--- config.mk ---
export PLATFORM = sky130hd
export DESIGN_NAME = mem_port_arbiter
export DESIGN_NICKNAME = d
export VERILOG_FILES = /design/src/rtl/mem_port_arbiter_pkg.sv /design/src/rtl/mem_port_arbiter_rr_arbiter2.sv /design/src/rtl/mem_port_arbiter.sv
export SDC_FILE = /design/constraint.sdc
export NUM_CORES = 1
export LEC_CHECK = 0
export CORE_UTILIZATION = 44
export DETAILED_ROUTE_END_ITERATION = 8
export GPL_ROUTABILITY_DRIVEN = 0
export GPL_TIMING_DRIVEN = 0
export HOLD_SLACK_MARGIN = 0.08
export PLACE_DENSITY = 0.94
export SLEW_MARGIN = 20
export SYNTH_ARGS = -nofsm -noshare
export SYNTH_HDL_FRONTEND = slang
export SYNTH_SLANG_ARGS = --single-unit
--- constraint.sdc ---
create_clock -name clock -period 3.3 [get_ports clock]
set_input_delay 0.33 -clock clock [delete_from_list [all_inputs] [get_ports clock]]
set_output_delay 0.33 -clock clock [all_outputs]
set_load 0.005 [all_outputs]
--- src/rtl/mem_port_arbiter_pkg.sv ---
// Shared definitions for the unified-memory port arbiter: FSM encodings,
// grant ids and the latency counter width.
package mem_port_arbiter_pkg;

  typedef enum logic [1:0] {
    IDLE  = 2'd0,
    ISSUE = 2'd1,
    WAIT  = 2'd2,
    DONE  = 2'd3
  } arbState_t;

  typedef enum logic {
    GNT_CPU = 1'b0,
    GNT_LD  = 1'b1
  } grantId_t;

  // Wide enough for the largest legal memory latency (7).
  localparam int unsigned CNT_W = 3;

endpackage

--- src/rtl/mem_port_arbiter_rr_arbiter2.sv ---
// Combinational two-input round-robin picker; req[0] is the CPU, req[1] the loader.
// The last-grant pointer lives in the parent.
module rr_arbiter2
  import mem_port_arbiter_pkg::*;
(
  input  logic [1:0] req,
  input  grantId_t   lastGrant,
  output grantId_t   grant_c
);

  // Under contention the side that did not win last time goes next.
  always_comb begin
    grant_c = GNT_CPU;
    if (req == 2'b10) begin
      grant_c = GNT_LD;
    end else if (req == 2'b11) begin
      grant_c = (lastGrant == GNT_CPU) ? GNT_LD : GNT_CPU;
    end
  end

endmodule

--- src/rtl/mem_port_arbiter.sv ---
// Shares the multicycle CPU's unified memory between the datapath and the
// loader/debug port, one fixed-latency access at a time, with a stall to the Controller.
module mem_port_arbiter
  import mem_port_arbiter_pkg::*;
#(
  parameter int unsigned ADDR_W  = 16,
  parameter int unsigned DATA_W  = 32,
  parameter int unsigned MEM_LAT = 1
) (
  input  logic              clock,
  input  logic              reset,
  input  logic              cpu_req,
  input  logic              cpu_we,
  input  logic [ADDR_W-1:0] cpu_addr,
  input  logic [DATA_W-1:0] cpu_wdata,
  output logic              cpu_ack,
  output logic [DATA_W-1:0] cpu_rdata,
  output logic              cpu_stall,
  input  logic              ld_req,
  input  logic              ld_we,
  input  logic [ADDR_W-1:0] ld_addr,
  input  logic [DATA_W-1:0] ld_wdata,
  output logic              ld_ack,
  output logic [DATA_W-1:0] ld_rdata,
  output logic              mem_en,
  output logic              mem_we,
  output logic [ADDR_W-1:0] mem_addr,
  output logic [DATA_W-1:0] mem_wdata,
  input  logic [DATA_W-1:0] mem_rdata,
  output logic              busy
);

  arbState_t         state, stateNext;
  grantId_t          lastGrant, lastGrantNext;
  grantId_t          winner, winnerNext;
  grantId_t          pick;
  logic              weLat, weLatNext;
  logic [CNT_W-1:0]  cnt, cntNext;
  logic              memEnNext, memWeNext, busyNext;
  logic              cpuAckNext, ldAckNext;
  logic [ADDR_W-1:0] memAddrNext;
  logic [DATA_W-1:0] memWdataNext, cpuRdataNext, ldRdataNext;

  rr_arbiter2 u_rr (
    .req       ({ld_req, cpu_req}),
    .lastGrant (lastGrant),
    .grant_c   (pick)
  );

  // The Controller holds its state until its own ack arrives.
  assign cpu_stall = cpu_req & ~cpu_ack;

  always_ff @(posedge clock or negedge reset) begin
    if (!reset) begin
      state     <= IDLE;
      lastGrant <= GNT_LD;
      winner    <= GNT_CPU;
      weLat     <= 1'b0;
      cnt       <= '0;
      mem_en    <= 1'b0;
      mem_we    <= 1'b0;
      mem_addr  <= '0;
      mem_wdata <= '0;
      cpu_ack   <= 1'b0;
      ld_ack    <= 1'b0;
      cpu_rdata <= '0;
      ld_rdata  <= '0;
      busy      <= 1'b0;
    end else begin
      state     <= stateNext;
      lastGrant <= lastGrantNext;
      winner    <= winnerNext;
      weLat     <= weLatNext;
      cnt       <= cntNext;
      mem_en    <= memEnNext;
      mem_we    <= memWeNext;
      mem_addr  <= memAddrNext;
      mem_wdata <= memWdataNext;
      cpu_ack   <= cpuAckNext;
      ld_ack    <= ldAckNext;
      cpu_rdata <= cpuRdataNext;
      ld_rdata  <= ldRdataNext;
      busy      <= busyNext;
    end
  end

  // Outputs are computed one cycle ahead so the memory strobe coincides with ISSUE
  // and the ack with DONE.
  always_comb begin
    stateNext     = state;
    lastGrantNext = lastGrant;
    winnerNext    = winner;
    weLatNext     = weLat;
    cntNext       = cnt;
    memEnNext     = 1'b0;
    memWeNext     = 1'b0;
    memAddrNext   = mem_addr;
    memWdataNext  = mem_wdata;
    cpuAckNext    = 1'b0;
    ldAckNext     = 1'b0;
    cpuRdataNext  = cpu_rdata;
    ldRdataNext   = ld_rdata;

    case (state)
      IDLE: begin
        if (cpu_req || ld_req) begin
          winnerNext   = pick;
          weLatNext    = (pick == GNT_LD) ? ld_we    : cpu_we;
          memAddrNext  = (pick == GNT_LD) ? ld_addr  : cpu_addr;
          memWdataNext = (pick == GNT_LD) ? ld_wdata : cpu_wdata;
          memEnNext    = 1'b1;
          memWeNext    = weLatNext;
          stateNext    = ISSUE;
        end
      end
      ISSUE: begin
        cntNext   = CNT_W'(MEM_LAT);
        stateNext = WAIT;
      end
      WAIT: begin
        cntNext = cnt - CNT_W'(1);
        if (cnt == CNT_W'(1)) begin
          if (!weLat) begin
            if (winner == GNT_LD) ldRdataNext  = mem_rdata;
            else                  cpuRdataNext = mem_rdata;
          end
          cpuAckNext = (winner == GNT_CPU);
          ldAckNext  = (winner == GNT_LD);
          stateNext  = DONE;
        end
      end
      DONE: begin
        lastGrantNext = winner;
        stateNext     = IDLE;
      end
      default: stateNext = IDLE;
    endcase

    busyNext = (stateNext != IDLE);
  end

endmodule

* Yosys cells after proc, flatten, opt, wreduce, memory -nomap -nowiden *
Index checks and enable logic that the tools add are counted.

operators by class
  equality and inequality tests = 6
  $add $sub $neg = 1
  bitwise gates (word level) = 4
  muxes and demuxes = 18
  reductions and logical operators = 7

operators by type and width
  cell                   count
  $mux W32               1
  $mux W16               1
  $mux W1                12
  $eq A2 B2 Y1 const B   4
  $pmux W2 S4            1
  $reduce_and A4 Y1      2
  $pmux W3 S2            1
  $mux W2                2
  $reduce_bool A2 Y1     2
  $eq A3 B1 Y1 const B   1
  $not A1 Y1             3
  $sub A3 B1 Y3 const B  1
  $eq A2 B1 Y1 const B   1
  $logic_not A2 Y1       1
  $reduce_and A2 Y1      1
  $and A1 B1 Y1          1
  $logic_or A1 B1 Y1     1

storage, ports and cells
  bits in registers = 125
  output and inout port bits = 118
  logic and storage cells = 50
  bits of input ports = 134

* Depth between registers and ports, before layout *
  depth after elaboration = 6
  depth in mapped cells = 7
  depth with buffers taken out = 6

* Modules after synthesis *
Synthesis repeated with hierarchy kept, for this count alone.

unflattened totals
  cells, all modules = 394
  area total of the unflattened synthesis = 5163.7 µm²

by module, submodules not included
  module            sequential area each (µm²)  area each (µm²)  cells an instance  instances
  mem_port_arbiter  3129.3                      5152.4           393                1
  rr_arbiter2       0.0                         11.3             1                  1

* Least setup slack after synthesis *
OpenSTA, ideal clock, no wires.

  path kind = register -> register
  start point = register state[0]
  end point = register ld_rdata[19]
  required time = 3175 ps
  setup slack = 1451 ps
  period minus slack after synthesis = 1849 ps
  path buffers = 1
  data arrival time = 1724 ps
  cell stages (with the launch flop) = 7
  setup time = 125 ps
  cells stage by stage = dfrtp_1 > inv_1 > ha_1 > nand2_2 > nor4b_4 > buf_6 > mux2_2

between the ends
  cells in the longest elaborated chain, start to end = 2

ends and longest elaborated chain
  what                                RTL line                 source
  start: declaration                  mem_port_arbiter.sv:33   arbState_t state, stateNext;
  start signal: assignment            mem_port_arbiter.sv:70   state <= stateNext;
  $eq A2 B2 Y1                        mem_port_arbiter.sv:104  case (state)
  $reduce_and A4 Y1 (no source line)  --
  end signal: assignment              mem_port_arbiter.sv:82   ld_rdata <= ldRdataNext;
  end: declaration                    mem_port_arbiter.sv:24   output logic [DATA_W-1:0] ld_rdata,

No other way between the ends.
A chain may end at the register's enable or synchronous reset.

* Worst setup path in the final report *
  start point = register state[0]
  end point = register ld_rdata[15]

Same word-level chain as after synthesis.

==> impl_metrics.json <==
{
  "outcome": "finished, final reports clean",
  "synth_largest_type_area_fraction_pct": 60.4,
  "pwr-share-comb_pct": 42.4,
  "grt_antenna_before_repair": 0,
  "ys_top_cells_by_area": "sky130_fd_sc_hd__dfrtp_1 60%, sky130_fd_sc_hd__mux2_2 13%, sky130_fd_sc_hd__a21oi_1 9.6%",
  "grt_util_all_layers_pct": 27.4,
  "synth-seq-area-share_pct": 61.0,
  "setup.worst_path.start": "state[0]$_DFF_PN0_",
  "worst_skew_ns": 0.00573,
  "final.period_utilization_pct": 67.3,
  "maxCapViolCount": 0,
  "placeableCoreArea_mm2": 0.0114,
  "areaGrowthSynthToFinish_pct": 64.9,
  "cts_repair_resize_count": 0,
  "drt-wirelength-per-cell_um": 18.7,
  "place_hpwl_mm": 12.0,
  "num_vias": 4646,
  "synthesis.area_mm2": 0.00513,
  "cellPowerDensity_mw_per_mm2": 957,
  "htree_num_levels": 4,
  "worst-slew-pin-transition_ns": 0.644,
  "die_area_mm2": 0.0121,
  "worst_hold_path_type": "in2reg",
  "type_of_destination_of_the_critical_path": "flop",
  "drtAntennaViolNets": 0,
  "report.final.setup_viol": 0,
  "grt_setup_unrepaired": "no",
  "reg_clk_slew_reported_paths_ns": 0.06,
  "top_level_ports": 252,
  "grt_max_degree": 66,
  "netlist_instances": 447,
  "total_cts_buffers": 17,
  "synth_fp_nets": 586,
  "cts-root-buf": "sky130_fd_sc_hd__clkbuf_16",
  "post_route_hold_slack_ns": 0.457,
  "cts_post_setup_buffers_inserted": 0,
  "count_of_distinct_cell_types_in_the_synthesized_netlist": 32,
  "yosysWarnings": 0,
  "tritoncts": "done",
  "min_period_ns": 2.22,
  "max-slew-margin-rel_pct": 57.1,
  "netSwitchingFraction_pct": 30.5,
  "finish.net_count": 858,
  "p_switching_mw": 2.47,
  "drive_above_1_share_pct": 14.5,
  "power.sequential.fraction_pct": 34.1,
  "cts.sink_count": 125,
  "synth_top_cell_by_area": "sky130_fd_sc_hd__dfrtp_1",
  "postSynthRegisterBits": 125,
  "fin_area_mm2": 0.00847,
  "dpl-instance-area_mm2": 0.00785,
  "num_rows": 39,
  "timing.setup.critical_path_class": "reg2reg",
  "report.final.hold_viol_count": 0,
  "via_per_inst": 5.32,
  "firstDrtPassIters": 5,
  "fp.dieW_um": 110,
  "crit_end": "ld_rdata[15]$_DFFE_PN0P_",
  "buffer_ports.inserted": 251,
  "power_leakage_nw": 3.58,
  "start_util_pct": 45.2,
  "final_core_util_pct": 74.5,
  "routed_wl_mm": 16.4,
  "required_time_reported_for_the_critical_path_endpoint_ns": 3.59,
  "overflow": 0,
  "clockBufferDepth": 2,
  "r2r-end": "ld_rdata[15]$_DFFE_PN0P_",
  "timing_max_transition_violations_final": 0,
  "syn_area_per_cell_um2": 11.5,
  "worst-r2r-cell-count": 6,
  "total_drc_errors_in_the_routed_layout": 0,
  "first_pass_grt_wire_length_mm": 24.4,
  "hold_buffer_count_at_cts": 1,
  "fin_total_pwr_mw": 8.11,
  "fp.dieH_um": 110,
  "ir_drop_mv": 0.615,
  "drt_iter0_drc": 242,
  "critical_path_peak_fanout": 10,
  "timing.rr.start": "state[0]$_DFF_PN0_",
  "cp.arrival_ns": 2.51,
  "category_of_the_worst_setup_path_launch_point": "flop",
  "power.clock.fraction_pct": 23.5,
  "fmaxAchievable_ghz": 0.450,
  "antenna-diode-count": 0,
  "worst_skew_pair.late_latency_ns": 0.41,
  "ff2ff_setup_slack_ns": 1.08,
  "power_report.internal_total_mw": 5.63,
  "via_count_of_the_first_global_routing_pass": 4740
}
stage by stage:
stage          setup TNS [ns]  setup WS (ns)  instances
5_1_grt                     0          0.922        874
2_1_floorplan               0           1.45        447
3_3_place_gp          -336.59          -2.71        841
6_report                    0           1.08        874
3_5_place_dp                0          0.898        842
4_1_cts                     0           1.05        874
cell families (layout without fill, tap and decap cells):
family          Yosys count  count (layout)  synth area share, %
flops                   125             125                 61.0
simple gates            112             112                 9.43
compound gates          105             105                 10.6
mux                      67              67                 14.6
buf+inv                  33             317                 3.17
fa+ha+maj                 5               5                 1.22
synth_stat cells:
cell type,count
sky130_fd_sc_hd__nand3b_1,1
sky130_fd_sc_hd__mux2i_1,2
sky130_fd_sc_hd__nor4b_1,1
sky130_fd_sc_hd__nor4_4,1
sky130_fd_sc_hd__a211oi_1,1
sky130_fd_sc_hd__nor2b_1,1
sky130_fd_sc_hd__buf_6,3
sky130_fd_sc_hd__and3_1,1
sky130_fd_sc_hd__mux2_1,4
sky130_fd_sc_hd__a21boi_1,1
sky130_fd_sc_hd__inv_1,5
sky130_fd_sc_hd__o21ai_0,1
sky130_fd_sc_hd__a21oi_1,98
sky130_fd_sc_hd__nand2_1,49
sky130_fd_sc_hd__a22o_1,2
sky130_fd_sc_hd__dfstp_2,1
sky130_fd_sc_hd__nor3_1,1
sky130_fd_sc_hd__a21bo_2,1
sky130_fd_sc_hd__clkinv_1,1
sky130_fd_sc_hd__nand2b_1,1
sky130_fd_sc_hd__mux2_2,61
sky130_fd_sc_hd__o21ai_1,1
sky130_fd_sc_hd__nand2_2,1
sky130_fd_sc_hd__nor4b_4,1
sky130_fd_sc_hd__clkbuf_1,17
sky130_fd_sc_hd__buf_4,3
sky130_fd_sc_hd__buf_2,4
sky130_fd_sc_hd__dfrtp_1,124
sky130_fd_sc_hd__ha_1,5
sky130_fd_sc_hd__nor2_1,52
sky130_fd_sc_hd__or2_2,1
sky130_fd_sc_hd__nor3b_1,1
worst max-delay path, stage by stage (launching register included):
cell,delay (ns)
sky130_fd_sc_hd__dfrtp_1,0.42
sky130_fd_sc_hd__inv_1,0.10
sky130_fd_sc_hd__ha_1,0.26
sky130_fd_sc_hd__nand2_2,0.14
sky130_fd_sc_hd__nor4b_4,0.57
sky130_fd_sc_hd__buf_6,0.24
sky130_fd_sc_hd__mux2_2,0.36
cells in the final DEF, fill, tap and decap left out, types with 2 or more instances in the layout:
cell type and count:
sky130_fd_sc_hd__a21oi_1 98, sky130_fd_sc_hd__a22o_1 2, sky130_fd_sc_hd__buf_2 4, sky130_fd_sc_hd__buf_4 3
sky130_fd_sc_hd__buf_6 4, sky130_fd_sc_hd__bufinv_16 3, sky130_fd_sc_hd__clkbuf_1 21, sky130_fd_sc_hd__clkbuf_16 17
sky130_fd_sc_hd__clkbuf_8 4, sky130_fd_sc_hd__clkdlybuf4s50_1 250, sky130_fd_sc_hd__clkinv_2 2, sky130_fd_sc_hd__dfrtp_1 124
sky130_fd_sc_hd__ha_1 5, sky130_fd_sc_hd__inv_1 5, sky130_fd_sc_hd__mux2_1 4, sky130_fd_sc_hd__mux2_2 61
sky130_fd_sc_hd__mux2i_1 2, sky130_fd_sc_hd__nand2_1 49, sky130_fd_sc_hd__nor2_1 52
per-layer routing:
metal	vias to the layer above	routed length [um]	GRT usage, %	part of all wire [%]
met5	-	0	0	0
li1	2071	-	-	-
met3	35	1350	7.94	8.3
met2	243	8540	48.1	52
met4	0	523	13.3	3.2
met1	2297	5960	30.4	36
power groups by stage:
stage                     logic, mW  registers [mW]  clock network (mW)
after floorplan                1.30            2.76                   0
after global placement         3.25            2.71                   0
after detailed placement       3.41            2.77                   0
after CTS                      3.46            2.77                1.92
after global routing           3.74            2.85                1.98
final                          3.44            2.77                1.90
state kept, by name, indices dropped and copies added (netlist names):
signal and flops:
state 2, cnt 3, winner 1, cpu_ack 1, mem_en 1, mem_addr 16
ld_rdata 32, weLat 1, lastGrant 1, mem_we 1, busy 1, ld_ack 1
cpu_rdata 32, mem_wdata 32
how the worst min path moves through the flow:
stage | start | to | slack [ns] | depth (start not counted)
4_1_cts | cpu_addr[0] | mem_addr[0]$_DFFE_PN0P_ | 0.45 | 3
3_3_place_gp | cpu_rdata[4]$_DFFE_PN0P_ | cpu_rdata[4]$_DFFE_PN0P_ | 0.47 | 1
6_report | cpu_addr[4] | mem_addr[4]$_DFFE_PN0P_ | 0.46 | 3
5_1_grt | cpu_wdata[31] | mem_wdata[31]$_DFFE_PN0P_ | 0.47 | 3
2_1_floorplan | reset | busy$_DFF_PN0_ | 0.03 | 0
3_5_place_dp | reset | cpu_rdata[21]$_DFFE_PN0P_ | 0.35 | 1
cell type report:
class / instances / area, um^2
sequential: 125 / 3130
fill: 700 / 2900
timing repair buffer: 253 / 2550
multi-input combinational: 289 / 1840
clock buffer: 25 / 495
tap: 143 / 179
buffer: 27 / 140
clock inverter: 6 / 108
inverter: 6 / 22.5
No activity file was read; power rests on OpenSTA's default activity.
